### config.mk
export PLATFORM = sky130hd
export DESIGN_NAME = blockade_wav_player_flat
export DESIGN_NICKNAME = d
export VERILOG_FILES = /design/src/rtl/blockade_wav_player_if.sv /design/src/rtl/blockade_wav_player.sv /design/src/flat_wrapper.sv
export SDC_FILE = /design/constraint.sdc
export NUM_CORES = 1
export LEC_CHECK = 0
export BUFFER_PORTS_ARGS = -buffer_cell sky130_fd_sc_hd__buf_2
export CORE_ASPECT_RATIO = 1.2
export CORE_MARGIN = 5
export CORE_UTILIZATION = 30
export CTS_CLUSTER_SIZE = 40
export DETAILED_ROUTE_END_ITERATION = 10
export MAX_ROUTING_LAYER = met4
export PLACE_DENSITY = 0.5
export SKIP_CTS_REPAIR_TIMING = 1
export SYNTH_ARGS = -nofsm -noshare
export SYNTH_HDL_FRONTEND = slang
export SYNTH_SLANG_ARGS = --single-unit
export TNS_END_PERCENT = 1
### constraint.sdc
create_clock -name clk -period 2.7 [get_ports clk]
set_input_delay 0.54 -clock clk [delete_from_list [all_inputs] [get_ports clk]]
set_output_delay 0.54 -clock clk [all_outputs]
set_load 0.02 [all_outputs]
### src/rtl/blockade_wav_player_if.sv
// Sample-player bus: boom trigger in, sample ROM read port, and the mixer-side sample outputs.
interface blockade_wav_player_if #(
  parameter int ADDR_WIDTH = 16
);
  logic                  trigger;
  logic [ADDR_WIDTH-1:0] rom_addr;
  logic [7:0]            rom_data;
  logic [15:0]           sample_out;
  logic                  sample_strobe;
  logic                  playing;
  logic                  done;

  modport master (
    output trigger,
    output rom_data,
    input  rom_addr,
    input  sample_out,
    input  sample_strobe,
    input  playing,
    input  done
  );

  modport slave (
    input  trigger,
    input  rom_data,
    output rom_addr,
    output sample_out,
    output sample_strobe,
    output playing,
    output done
  );
endinterface

### src/rtl/blockade_wav_player.sv
// Plays the recorded "boom" sample from an external registered ROM at a fixed rate on a trigger edge.
// Optional BLOCKADE_WAV_RETRIGGER_EN: a trigger edge during playback restarts from address 0.
module blockade_wav_player #(
  parameter int ADDR_WIDTH    = 16,
  parameter int SAMPLE_LENGTH = 38174,
  parameter int RATE_DIV      = 1000,
  parameter int GAIN_SHIFT    = 8
) (
  input  logic                   clk,
  input  logic                   reset,
  blockade_wav_player_if.slave   bus
);
  localparam int CW = $clog2(RATE_DIV);
  localparam logic [ADDR_WIDTH-1:0] LEN      = ADDR_WIDTH'(SAMPLE_LENGTH);
  localparam logic [CW-1:0]         CNT_LOAD = CW'(RATE_DIV - 3);

  typedef enum logic [1:0] {IDLE, FETCH, LATCH, WAIT} state_t;

  state_t                state_q, state_d;
  logic [ADDR_WIDTH-1:0] addr_q, addr_d;
  logic [CW-1:0]         cnt_q, cnt_d;
  logic                  trig_q;
  logic [15:0]           sample_q, sample_d;
  logic                  strobe_q, strobe_d;
  logic                  playing_q, playing_d;
  logic                  done_q, done_d;

  logic                  trig_edge;
  logic                  restart;
  logic signed [15:0]    byte_ext;
  logic signed [15:0]    sample_ext;

  assign trig_edge  = bus.trigger & ~trig_q;
  assign byte_ext   = {{8{bus.rom_data[7]}}, bus.rom_data};
  assign sample_ext = byte_ext <<< GAIN_SHIFT;

`ifdef BLOCKADE_WAV_RETRIGGER_EN
  assign restart = trig_edge;
`else
  assign restart = 1'b0;
`endif

  always_comb begin
    state_d   = state_q;
    addr_d    = addr_q;
    cnt_d     = cnt_q;
    sample_d  = sample_q;
    strobe_d  = 1'b0;
    playing_d = playing_q;
    done_d    = 1'b0;
    case (state_q)
      IDLE: begin
        if (trig_edge) begin
          addr_d    = '0;
          playing_d = 1'b1;
          state_d   = FETCH;
        end
      end
      FETCH: begin
        // End of sample wins over a coincident edge, so a new rising edge is needed afterwards.
        if (addr_q == LEN) begin
          state_d   = IDLE;
          sample_d  = '0;
          playing_d = 1'b0;
          done_d    = 1'b1;
        end else if (restart) begin
          addr_d  = '0;
          cnt_d   = '0;
          state_d = FETCH;
        end else begin
          state_d = LATCH;
        end
      end
      LATCH: begin
        sample_d = sample_ext;
        strobe_d = 1'b1;
        if (restart) begin
          addr_d  = '0;
          cnt_d   = '0;
          state_d = FETCH;
        end else begin
          addr_d  = addr_q + ADDR_WIDTH'(1);
          cnt_d   = CNT_LOAD;
          state_d = WAIT;
        end
      end
      WAIT: begin
        if (restart) begin
          addr_d  = '0;
          cnt_d   = '0;
          state_d = FETCH;
        end else if (cnt_q == '0) begin
          state_d = FETCH;
        end else begin
          cnt_d = cnt_q - CW'(1);
        end
      end
      default: state_d = IDLE;
    endcase
  end

  always_ff @(posedge clk) begin
    if (reset) begin
      state_q   <= IDLE;
      addr_q    <= '0;
      cnt_q     <= '0;
      trig_q    <= 1'b0;
      sample_q  <= '0;
      strobe_q  <= 1'b0;
      playing_q <= 1'b0;
      done_q    <= 1'b0;
    end else begin
      state_q   <= state_d;
      addr_q    <= addr_d;
      cnt_q     <= cnt_d;
      trig_q    <= bus.trigger;
      sample_q  <= sample_d;
      strobe_q  <= strobe_d;
      playing_q <= playing_d;
      done_q    <= done_d;
    end
  end

  assign bus.rom_addr      = addr_q;
  assign bus.sample_out    = sample_q;
  assign bus.sample_strobe = strobe_q;
  assign bus.playing       = playing_q;
  assign bus.done          = done_q;
endmodule

### src/flat_wrapper.sv
// flat-port wrapper written by rule: the top's interface ports become plain ports
module blockade_wav_player_flat 
#(
  parameter int ADDR_WIDTH    = 16,
  parameter int SAMPLE_LENGTH = 38174,
  parameter int RATE_DIV      = 1000,
  parameter int GAIN_SHIFT    = 8
)
  (clk, reset, bus_trigger, bus_rom_data, bus_rom_addr, bus_sample_out, bus_sample_strobe, bus_playing, bus_done);
  blockade_wav_player_if #(.ADDR_WIDTH(ADDR_WIDTH)) bus_i ();
  input  logic clk;
  input  logic reset;
  input wire logic [$bits(bus_i.trigger)-1:0] bus_trigger;
  input wire logic [$bits(bus_i.rom_data)-1:0] bus_rom_data;
  output wire logic [$bits(bus_i.rom_addr)-1:0] bus_rom_addr;
  output wire logic [$bits(bus_i.sample_out)-1:0] bus_sample_out;
  output wire logic [$bits(bus_i.sample_strobe)-1:0] bus_sample_strobe;
  output wire logic [$bits(bus_i.playing)-1:0] bus_playing;
  output wire logic [$bits(bus_i.done)-1:0] bus_done;
  assign bus_i.trigger = bus_trigger;
  assign bus_i.rom_data = bus_rom_data;
  assign bus_rom_addr = bus_i.rom_addr;
  assign bus_sample_out = bus_i.sample_out;
  assign bus_sample_strobe = bus_i.sample_strobe;
  assign bus_playing = bus_i.playing;
  assign bus_done = bus_i.done;
  blockade_wav_player #(.ADDR_WIDTH(ADDR_WIDTH), .SAMPLE_LENGTH(SAMPLE_LENGTH), .RATE_DIV(RATE_DIV), .GAIN_SHIFT(GAIN_SHIFT)) u_core (.clk(clk), .reset(reset), .bus(bus_i));
endmodule
==> qor.csv <==
stage;metric;value;unit
outcome;status;completed;
drt;final_antenna_net_count;0;
layout;syn_to_final_growth;15.8;%
synth;synth_ff_type;dfxtp_1;
clock_tree;clk_path_buf_depth;2;
floorplanning;die_x;83.8;um
global_routing;grt_usage;12.3;%
placed_design;gp_congestion;0.717;
synth;yosysUniqueCellTypes;52;
synth;avgSynthCellArea;8.91;um2
global_routing;grt_pass1_vias;1647;
pwr;powerDensity;542;mW/mm2
worst_setup_path;worstSetupEndpointType;flop;
sta;tightest_slew;633;ps
clock_tree;root_buffer;clkbuf_8;
synth;ys_warn_count;0;
sta;timing.fmax;0.462;GHz
floorplanning;die_area;0.00826;mm2
layout;layout.nets;273;
floorplanning;num_io_pins;46;
sta;tns;0;ps
worst_setup_path;cp.arrival;2390;ps
worst_setup_path;path_cells;ha_1 -> or2_4 -> a211o_1 -> or4_1 -> a21oi_1;
sta;hold_violations;0;
clock_tree;cts.sinks;40;
drt;routed-via-count;1706;
synth;ys_ff_latch;40;
placed_design;dpl_cell_area;0.00218;mm2
flow_run;drv_cap;0;
drt;vias_per_cell;5.00;
global_routing;grt_pass1_wl;8110;um
global_routing;grt_max_degree;21;
clock_tree;cts_buffers;5;
synth;ys_seq_area_share;40.8;%
floorplanning;coreArea;0.00641;mm2
placed_design;dp_slack;554;ps
placed_design;place.port_buffers;37;
layout;layout_common_cells;40 x dfxtp_1, 37 x buf_2, 22 x a21oi_1;
pwr;p_leak;0.864;nW
sta;clock_skew;8.93;ps
synth;syn_area;0.00196;mm2
synth;async_flop_share;0;%
worst_setup_path;crit_path_top_delay_cell;or4_1;
layout;final_common_cell;dfxtp_1;
floorplanning;rows;32;
sta;setup_violations;0;
sta;fin_crit;2170;ps
worst_setup_path;critPathLaunchType;flop;
drt;dr.first_iter.drc_count;79;
worst_setup_path;required;2920;ps
layout;n_antenna_cell;0;
layout;finalInstanceArea;0.00227;mm2
worst_setup_path;worst-path-max-fanout;13;
worst_setup_path;slowest_delay;550;ps
clock_tree;clkLatencyLatePin;290;ps
drt;drc;0;
clock_tree;cts_tree;yes;
synth;synth_cells;220;
sta;rsz0062_at_grt;false;
drt;drt-total-wl;4670;um
floorplanning;start_util;30.6;%
global_routing;gr-total-overflow;0;
worst_setup_path;crit_type;flop to flop;
placed_design;dp_hpwl;3410;um
global_routing;antenna_found_initial;0;
layout;layout-drive-gt1-share;19.1;%
sta;maxSlewViolCount;0;
sta;timing.final.crit_share;80.2;%
pwr;ir_drop;0.243;mV
clock_tree;path_clk_slew;80;ps
drt;wire_per_inst;13.7;um
hold_path;hold_path.class;input port to flop;
clock_tree;htreeDepth;2;
synth;synth_edf_count;0;
sta;setup_slack;534;ps
drt;firstDrtPassIters;4;
floorplanning;die_y;98.6;um
sta;slew_headroom;57.7;%
==> power by group <==
| group | switching [mW] | leakage (nW) | internal, mW |
|---|---|---|---|
| Combinational | 0.120 | 0.495 | 0.0695 |
| Sequential | 0.0201 | 0.323 | 0.609 |
| Clock | 0.203 | 0.0455 | 0.209 |
==> cell usage after synthesis, types with 2 or more instances <==
master / instances / area [um2]
dfxtp_1: 40 / 801
a21oi_1: 22 / 110
inv_1: 14 / 52.6
nor2_1: 11 / 41.3
o21ai_0: 10 / 50.1
or4_1: 10 / 75.1
nand2_1: 9 / 33.8
a22o_1: 8 / 70.1
buf_4: 8 / 60.1
o31ai_1: 8 / 60.1
or3_1: 8 / 50.1
ha_1: 7 / 87.6
a31oi_1: 5 / 31.3
clkbuf_1: 5 / 18.8
nand3_1: 5 / 25.0
nand4_1: 5 / 31.3
nor3_1: 3 / 15.0
xnor2_1: 3 / 26.3
a211o_1: 2 / 17.5
a211oi_1: 2 / 15.0
and4_1: 2 / 17.5
nand2b_1: 2 / 12.5
nor4b_1: 2 / 17.5
==> registers in the layout (all words and copies together) (netlist names) <==
register and cells:
u_core.bus.playing 1, u_core.bus.sample_out 8, u_core.bus.done 1, u_core.bus.rom_addr 16, u_core.bus.sample_strobe 1, u_core.state_q 2, u_core.trig_q 1, u_core.cnt_q 10
==> cell type report <==
type / count / area (um2)
Clock buffer: 8 / 90.1
Fill cell: 689 / 4140
Inverter: 14 / 52.6
Multi-Input combinational cell: 157 / 1030
Sequential cell: 40 / 801
Tap cell: 85 / 106
Timing Repair Buffer: 37 / 185
==> worst paths after layout <==
kind,startpoint,endpoint,slack (ps),cells past startpoint
hold reg to reg,u_core.bus.sample_out[12]$_SDFFE_PP0P_,u_core.bus.sample_out[12]$_SDFFE_PP0P_,480,1
setup / recovery,u_core.state_q[0]$_SDFFE_PP0P_,u_core.bus.rom_addr[15]$_SDFFE_PP0P_,530,5
setup reg to reg,u_core.state_q[0]$_SDFFE_PP0P_,u_core.bus.rom_addr[15]$_SDFFE_PP0P_,530,5
hold / removal,bus_rom_data[1],u_core.bus.sample_out[9]$_SDFFE_PP0P_,460,2
==> through the flow <==
step	hold slack (ps)	instances	total power, mW	util (%)
after floorplan	453	227	0.794	-
after global placement	458	333	0.834	34.0
after detailed placement	458	333	0.834	34.0
after CTS	452	341	1.25	35.4
after global routing	440	341	1.30	35.4
final	461	341	1.23	35.4
==> kinds of logic (layout without fill, tap and decap cells) <==
| family | Yosys count | in the layout | share of synthesized area (%) |
|---|---|---|---|
| simple gates | 69 | 69 | 21.6 |
| compound gates | 68 | 68 | 22.9 |
| flops | 40 | 40 | 40.8 |
| buf+inv | 30 | 59 | 7.72 |
| fa+ha+maj | 7 | 7 | 4.47 |
| xor+xnor | 4 | 4 | 1.79 |
| other cells | 1 | 8 | 0.191 |
| mux | 1 | 1 | 0.511 |
==> critical path: cells and delay by family (launching register included) <==
family	cells	cell delay (ps)
AO/OA/AOI/OAI	2	570
adder cells (fa/ha/maj)	1	330
flip-flops	1	340
AND/OR/NAND/NOR	2	860
==> metal layers <==
metal / vias to the layer above / wire [um] / GRT usage [%]
met4: 0 / 66 / 4.08
met1: 790 / 2030 / 14.2
met3: 6 / 247 / 4.01
li1: 879 / - / -
met5: - / 0 / -
met2: 31 / 2330 / 20.1
No activity file was read; power rests on OpenSTA's default activity.
